## src/rtl/sat_bin_loader.sv

```systemverilog
// Bin loader sequencing clause fetches from clause memory into the sat_engine,
// then loading state vectors, starting the engine and capturing its result.
module sat_bin_loader #(
  parameter int NUM_CLAUSES      = 8,
  parameter int NUM_VARS         = 8,
  parameter int NUM_LVLS         = 8,
  parameter int WIDTH_BIN_ID     = 10,
  parameter int WIDTH_LVL        = 16,
  parameter int WIDTH_VAR_STATES = 19,
  parameter int WIDTH_LVL_STATES = 11,
  parameter int WIDTH_CIDX       = $clog2(NUM_CLAUSES)
) (
  input  logic                                   clk,
  input  logic                                   rst,
  input  logic                                   start_i,
  input  logic [WIDTH_BIN_ID-1:0]                bin_id_i,
  input  logic [WIDTH_LVL-1:0]                   load_lvl_i,
  input  logic [WIDTH_LVL-1:0]                   base_lvl_i,
  input  logic [WIDTH_VAR_STATES*NUM_VARS-1:0]   vs_bin_i,
  input  logic [WIDTH_LVL_STATES*NUM_LVLS-1:0]   ls_bin_i,
  output logic                                   busy_o,
  output logic                                   done_o,
  output logic                                   sat_o,
  output logic                                   unsat_o,
  output logic [WIDTH_LVL-1:0]                   bkt_lvl_o,
  output logic [WIDTH_LVL-1:0]                   cur_lvl_o,
  output logic                                   cmem_rd_o,
  output logic [WIDTH_BIN_ID+WIDTH_CIDX-1:0]     cmem_addr_o,
  input  logic [NUM_VARS*3-1:0]                  cmem_data_i,
  input  logic                                   cmem_valid_i,
  output logic [NUM_CLAUSES-1:0]                 wr_carray_o,
  output logic [NUM_VARS*3-1:0]                  clause_o,
  output logic [NUM_VARS-1:0]                    wr_var_states_o,
  output logic [WIDTH_VAR_STATES*NUM_VARS-1:0]   vars_states_o,
  output logic [NUM_LVLS-1:0]                    wr_lvl_states_o,
  output logic [WIDTH_LVL_STATES*NUM_LVLS-1:0]   lvl_states_o,
  output logic                                   start_core_o,
  output logic [WIDTH_LVL-1:0]                   cur_bin_num_o,
  output logic [WIDTH_LVL-1:0]                   load_lvl_o,
  output logic                                   base_lvl_en_o,
  output logic [WIDTH_LVL-1:0]                   base_lvl_o,
  input  logic                                   done_core_i,
  input  logic                                   sat_i,
  input  logic                                   unsat_i,
  input  logic [WIDTH_LVL-1:0]                   bkt_lvl_i,
  input  logic [WIDTH_LVL-1:0]                   cur_lvl_i
);

  typedef enum logic [2:0] {
    S_IDLE, S_RD_REQ, S_RD_WAIT, S_WR_VS, S_WR_LS, S_START, S_RUN, S_DONE
  } state_t;

  state_t state, state_nxt;

  logic [WIDTH_CIDX-1:0]                 idx;
  logic [WIDTH_BIN_ID-1:0]               bin_id_q;
  logic [WIDTH_LVL-1:0]                  load_lvl_q;
  logic [WIDTH_LVL-1:0]                  base_lvl_q;
  logic [WIDTH_VAR_STATES*NUM_VARS-1:0]  vs_q;
  logic [WIDTH_LVL_STATES*NUM_LVLS-1:0]  ls_q;
  logic                                  eng_drive;
  logic                                  last_clause;

  assign last_clause = (idx == WIDTH_CIDX'(NUM_CLAUSES - 1));

  // NOTE: sequential state uses non-blocking assignments so every register
  // samples pre-edge values regardless of block ordering.
  always_ff @(posedge clk or negedge rst) begin
    if (!rst) state <= S_IDLE;
    else      state <= state_nxt;
  end

  // NOTE: next state defaults to the current state before the case so no
  // path through the block leaves it unassigned (no latch).
  always_comb begin
    state_nxt = state;
    unique case (state)
      S_IDLE:    if (start_i) state_nxt = S_RD_REQ;
      S_RD_REQ:  state_nxt = S_RD_WAIT;
      S_RD_WAIT: if (cmem_valid_i) state_nxt = last_clause ? S_WR_VS : S_RD_REQ;
      S_WR_VS:   state_nxt = S_WR_LS;
      S_WR_LS:   state_nxt = S_START;
      S_START:   state_nxt = S_RUN;
      S_RUN:     if (done_core_i) state_nxt = S_DONE;
      S_DONE:    state_nxt = S_IDLE;
      default:   state_nxt = S_IDLE;
    endcase
  end

  // Strobe and address come straight from the state so the read issues
  // in the same cycle the FSM enters RD_REQ.
  assign cmem_rd_o   = (state == S_RD_REQ);
  assign cmem_addr_o = cmem_rd_o ? {bin_id_q, idx} : '0;
  assign busy_o      = (state != S_IDLE) && (state != S_DONE);
  assign done_o      = (state == S_DONE);

  assign cur_bin_num_o = eng_drive ? WIDTH_LVL'(bin_id_q) : '0;
  assign load_lvl_o    = eng_drive ? load_lvl_q : '0;
  assign base_lvl_o    = eng_drive ? base_lvl_q : '0;

  // Engine-side write pulses are registered: each appears in the cycle after
  // the state that requests it, keeping the clause write ahead of WR_VS.
  always_ff @(posedge clk or negedge rst) begin
    if (!rst) begin
      idx             <= '0;
      bin_id_q        <= '0;
      load_lvl_q      <= '0;
      base_lvl_q      <= '0;
      vs_q            <= '0;
      ls_q            <= '0;
      eng_drive       <= 1'b0;
      sat_o           <= 1'b0;
      unsat_o         <= 1'b0;
      bkt_lvl_o       <= '0;
      cur_lvl_o       <= '0;
      wr_carray_o     <= '0;
      clause_o        <= '0;
      wr_var_states_o <= '0;
      vars_states_o   <= '0;
      wr_lvl_states_o <= '0;
      lvl_states_o    <= '0;
      start_core_o    <= 1'b0;
      base_lvl_en_o   <= 1'b0;
    end else begin
      wr_carray_o     <= '0;
      clause_o        <= '0;
      wr_var_states_o <= '0;
      vars_states_o   <= '0;
      wr_lvl_states_o <= '0;
      lvl_states_o    <= '0;
      start_core_o    <= 1'b0;
      base_lvl_en_o   <= 1'b0;

      unique case (state)
        S_IDLE: begin
          if (start_i) begin
            bin_id_q   <= bin_id_i;
            load_lvl_q <= load_lvl_i;
            base_lvl_q <= base_lvl_i;
            vs_q       <= vs_bin_i;
            ls_q       <= ls_bin_i;
            idx        <= '0;
            sat_o      <= 1'b0;
            unsat_o    <= 1'b0;
            bkt_lvl_o  <= '0;
            cur_lvl_o  <= '0;
          end
        end
        S_RD_WAIT: begin
          if (cmem_valid_i) begin
            wr_carray_o <= NUM_CLAUSES'(1) << idx;
            clause_o    <= cmem_data_i;
            if (!last_clause) idx <= idx + WIDTH_CIDX'(1);
          end
        end
        S_WR_VS: begin
          wr_var_states_o <= '1;
          vars_states_o   <= vs_q;
        end
        S_WR_LS: begin
          wr_lvl_states_o <= '1;
          lvl_states_o    <= ls_q;
        end
        S_START: begin
          start_core_o  <= 1'b1;
          base_lvl_en_o <= 1'b1;
          eng_drive     <= 1'b1;
        end
        S_RUN: begin
          if (done_core_i) begin
            sat_o     <= sat_i;
            unsat_o   <= unsat_i;
            bkt_lvl_o <= bkt_lvl_i;
            cur_lvl_o <= cur_lvl_i;
            eng_drive <= 1'b0;
          end
        end
        default: ;
      endcase
    end
  end

endmodule

```

## config.mk

```make
export PLATFORM = sky130hd
export DESIGN_NAME = sat_bin_loader
export DESIGN_NICKNAME = d
export VERILOG_FILES = /design/src/rtl/sat_bin_loader.sv
export SDC_FILE = /design/constraint.sdc
export NUM_CORES = 1
export LEC_CHECK = 0
export BUFFER_PORTS_ARGS = -buffer_cell sky130_fd_sc_hd__buf_2
export CORE_AREA = 2 2 284 286
export DETAILED_ROUTE_END_ITERATION = 16
export DIE_AREA = 0 0 286 288
export SETUP_SLACK_MARGIN = 0.4
export SLEW_MARGIN = 10
export SYNTH_ARGS = -nofsm -noshare
export SYNTH_HDL_FRONTEND = slang
export SYNTH_SLANG_ARGS = --single-unit
```

## constraint.sdc

```tcl
create_clock -name clk -period 3.9 [get_ports clk]
set_input_delay 0.195 -clock clk [delete_from_list [all_inputs] [get_ports clk]]
set_output_delay 0.195 -clock clk [all_outputs]
set_load 0.03 [all_outputs]
```

# ---- Word-level counts from Yosys, hierarchy flattened
# Index checks and enable logic that the tools add are counted.
dict set report totals {
  regBits 612
  latch_bits 0
  ram_bits 0
  mem_bits_ro 0
  input_bits 345
  output_inout_bits 388
  elab_cells 79
  n_memories 0
}
dict set report op_classes {
  add_sub_neg 1
  multipliers 0
  n_div 0
  n_lt_le_gt_ge 0
  n_eq_ne 13
  shifts 1
  n_mux 34
  n_bitwise 0
  n_reduce_logical 11
}
# operator n
set op_table {}
lappend op_table {{152-bit two-way mux} 1}
lappend op_table {{88-bit two-way mux} 1}
lappend op_table {{16-bit two-way mux} 5}
lappend op_table {{16-bit case mux with 2 select lines} 2}
lappend op_table {{24-bit two-way mux} 2}
lappend op_table {{8-bit two-way mux} 4}
lappend op_table {{3-bit case mux with 8 select lines} 1}
lappend op_table {{3-bit two-way mux} 6}
lappend op_table {{3-bit == test, second input constant} 5}
lappend op_table {{13-bit two-way mux} 1}
lappend op_table {{10-bit two-way mux} 1}
lappend op_table {{2-bit != test, second input constant} 4}
lappend op_table {{1-bit by 3-bit left shift with 8-bit output, first input constant} 1}
lappend op_table {{3-bit by 2-bit == test with 1-bit output, second input constant} 2}
lappend op_table {{1-bit case mux with 2 select lines} 3}
lappend op_table {{3-bit case mux with 2 select lines} 1}
lappend op_table {{3-bit AND reduction} 2}
lappend op_table {{2-bit nonzero test} 3}
lappend op_table {{1-bit two-way mux} 5}
lappend op_table {{2-bit AND reduction} 2}
lappend op_table {{4-bit AND reduction} 1}
lappend op_table {{3-bit by 1-bit adder with 3-bit output, second input constant} 1}
lappend op_table {{3-bit by 1-bit == test with 1-bit output, second input constant} 1}
lappend op_table {{3-bit zero test} 1}
lappend op_table {{4 further kinds} 4}

# ---- Longest topological paths before layout
dict set report depth {
  word_depth 4
  ltp_mapped 7
}

# ---- Worst setup path before layout
# OpenSTA, ideal clock, no wires.
dict set report synth_path {
  kind {register -> output}
  from {reg state[0]}
  to {out cmem_addr_o[10]}
  arrival_ns 1.718
  t_required_ns 3.705
  slack_ns 1.987
  path_stages_with_launch 6
  path_cell_list {dfrtp_1 buf_2 nand2b_1 nor2_1 clkbuf_1 and2_1}
}
dict set report synth_between {
  elab_chain_cells 2
}
# element line_no
set synth_rtl {}
lappend synth_rtl {{from (decl)} 53} ;# state_t state, state_nxt;
lappend synth_rtl {{from (signal assigned)} 70} ;# else state <= state_nxt;
lappend synth_rtl {{3-bit by 1-bit == test with 1-bit output} 92} ;# assign cmem_rd_o = (state == S_RD_REQ);
lappend synth_rtl {{net cmem_rd_o} 27} ;# output logic cmem_rd_o,
lappend synth_rtl {{13-bit two-way mux} 93} ;# assign cmem_addr_o = cmem_rd_o ? {bin_id_q, idx} : '0;
lappend synth_rtl {{to (decl)} 28} ;# output logic [WIDTH_BIN_ID+WIDTH_CIDX-1:0] cmem_addr_o,
# The timed path passes the listed nets, and every way through them passes these cells.

# ---- Worst setup path after layout
dict set report layout_path {
  from {reg state[0]}
  to {out cmem_addr_o[5]}
}
dict set report layout_between {
  elab_chain_cells 2
}
# element line_no
set layout_rtl {}
lappend layout_rtl {{3-bit by 1-bit == test with 1-bit output} 92}
lappend layout_rtl {{13-bit two-way mux} 93}
# No other way between the ends.

==> metrics.cfg <==
[sta]
period_share_pct=70.09
grt_setup_unrepaired=no
fmax_mhz=365.9
timing.slew.headroom_pct=34.51
hold_viol=0
skew_ns=0.02537
fin_crit_ns=2.733
finalSetupViolCount=0
worstMarginPinSlew_ns=0.9823
tns_ns=0
drv_slew=0
holdWs_ns=0.06161

[route]
remaining_drc_errors=0
vias_per_cell=4.137
wl_per_cell_um=16.71
drt-pass1-iter-count=4
wirelength_mm=60.82
ant_nets=0
drt_iter0_markers=514
num_vias=15060

[placement]
dp_hpwl_mm=41.29
placement.io_buffers=726
globalplace.congestion=0.8561

[setup_path]
crit_required_ns=3.70
reg2reg_depth=4
crit_end=cmem_addr_o[5]
cp-startpoint=state[0]
setup.worst_path.class=reg2out
start_kind=flip-flop
cp.arrival_ns=2.54
rrSetupSlack_ns=1.38
crit_fanout=14
r2r-start=state[2]
cp-end-kind=output port
r2r-end=vs_q[40]

[yosys]
yosysTopAreaCellShare_pct=68.93
synth-seq-cells=598
ys_top_cells_by_area=dfrtp_1, mux2_2, and2_1
post_synth_instance_area_mm2=0.02171
synthCells=1453
ys_seq_area_share_pct=68.93
synthArstFlopShare_pct=100.0
synth.avg_cell_area_um2=14.94
synth_largest_area_cell=dfrtp_1
synth_edf_count=0
ys.warnings.count=0
synth.most_common_cell=dfrtp_1
synth_cell_types=33
synth_flop_cell=dfrtp_1
synth_common_cells=dfrtp_1, and2_1, mux2_2

[finish]
seq_area_mm2=0.01497
layout-drive-gt1-share_pct=44.69
layout.nets=2879
multi_input_area_mm2=0.006060
area_growth_pct=48.14
nFillCells=7419
fin_util_pct=40.38

[clock_network]
cts_tree=built
clk_path_buf_depth=3
cts_setup_buffers=0
cts_resized=0
cts_buffers=69
clkLatencyLatePin_ns=0.61
path_clk_slew_ns=0.06
cts_max_level=3
cts_root_buffer=clkbuf_16
numClockSinks=598
hold_buffers=343

[grt]
grt_max_degree=115
antenna_found_initial=4
grtUsageTotal_pct=14.39
grt-ovfl-total=0
grt_pass1_wl_mm=92.84
first_global_vias=16410

[floorplan]
die_area_mm2=0.08237
die_w_um=286
num_rows=104
die_y_um=288
start_util_pct=27.26
core_mm2=0.07964
pin_count=733

[min_path]
hold_depth=4
hold_path.class=in2reg

[power]
sw_frac_of_total_pct=34.48
p_clk_share_pct=27.2
sequentialPowerShare_pct=41.0
p_int_w=0.01545
p_comb_share_pct=31.8
leakage_nw=16.20
p_per_area_mw_per_mm2=733.4
netSwitchingPower_w=0.008132
ir_drop_uv=404.6

[outcome]
status=finished, final reports clean

[flow_run]
cap_violations=0

critical path, cell delays in order, from the launching register on:
cell	delay, ns
dfrtp_1	0.69
nand2b_1	0.21
nor2_1	0.52
and2_1	0.28
buf_2	0.23
how the worst min path moves through the flow:
stage | from | end | slack [ns]
global route | done_core_i | eng_drive | 0.09
finish | done_core_i | eng_drive | 0.06
detailed placement | rst | wr_var_states_o[6] | 0.40
CTS | done_core_i | eng_drive | 0.007
floorplan | rst | base_lvl_en_o | -0.10
global placement | rst | vs_q[119] | 0.36
cell usage in the layout (no fill, tap or decap), types with 2 or more instances in the layout:
| cell type | count |
|---|---|
| buf_2 | 725 |
| dfrtp_1 | 597 |
| dlygate4sd3_1 | 343 |
| and2_1 | 318 |
| mux2_2 | 283 |
| clkbuf_16 | 71 |
| inv_1 | 38 |
| mux2i_1 | 35 |
| nand2_1 | 34 |
| buf_4 | 19 |
| clkinv_2 | 14 |
| clkbuf_8 | 12 |
| clkbuf_1 | 12 |
| and3_1 | 8 |
| buf_12 | 8 |
| nor2_1 | 6 |
| ha_1 | 6 |
| conb_1 | 6 |
| nor3_1 | 5 |
| clkinv_8 | 3 |
| bufinv_16 | 3 |
| diode_2 | 2 |
| nand2b_1 | 2 |
| nor2b_1 | 2 |
| o21ai_0 | 2 |
| nand3_1 | 2 |
| a21oi_1 | 2 |
| clkinv_4 | 2 |
registers in the layout, indices dropped and copies added (netlist names), 3 cells and up:
signal / cells
vars_states_o: 152
vs_q: 152
ls_q: 88
lvl_states_o: 88
clause_o: 24
base_lvl_q: 16
bkt_lvl_o: 16
cur_lvl_o: 16
load_lvl_q: 16
bin_id_q: 10
wr_carray_o: 8
idx: 3
state: 3
power groups by stage:
stage	Clock (W)	Combinational, W	Sequential, W
after floorplan	0	0.00384	0.0108
after global placement	0	0.00712	0.00967
after detailed placement	0	0.00728	0.00977
after CTS	0.00664	0.00758	0.00967
after global routing	0.00690	0.00804	0.00996
final	0.00642	0.00750	0.00966
per-layer routing:
layer	track usage, %	vias up	share of wire, %
met1	16.77	7580	39
met5	0	-	0.018
met4	6.440	2	3.6
li1	-	6852	-
met2	24.58	490	50
met3	4.120	133	7.2
metrics by stage:
step / cell area [um^2] / power [W] / worst slack, ns / std cells
final: 32160 / 0.02359 / 1.167 / 3640
after global routing: 32160 / 0.02490 / 1.009 / 3640
after CTS: 32150 / 0.02389 / 1.121 / 3638
after detailed placement: 26440 / 0.01704 / 1.442 / 3174
after global placement: 26440 / 0.01678 / 1.511 / 3174
after floorplan: 21730 / 0.01467 / 1.987 / 1458
cell type report:
class | instances | share of cell area [%]
Sequential cell | 598 | 46.54
Timing Repair Buffer | 1096 | 22.95
Multi-Input combinational cell | 725 | 18.84
Clock buffer | 95 | 6.179
Tap cell | 1060 | 4.124
Clock inverter | 26 | 0.9104
Inverter | 38 | 0.4435
Antenna cell | 2 | 0.01556
cells by family (layout without fill, tap and decap cells):
logic type,count (synthesis),after routing,share of synthesized area (%)
other,1,8,0.01727
flip-flops,598,598,68.93
adder cells (fa/ha/maj),6,6,0.3458
AND/OR/NAND/NOR,385,385,10.75
multiplexers,318,318,16.29
buffers and inverters,135,1255,3.297
XOR/XNOR,1,1,0.04035
AO/OA/AOI/OAI,9,9,0.3228
Note: power is estimated with default switching activity, not from simulation.
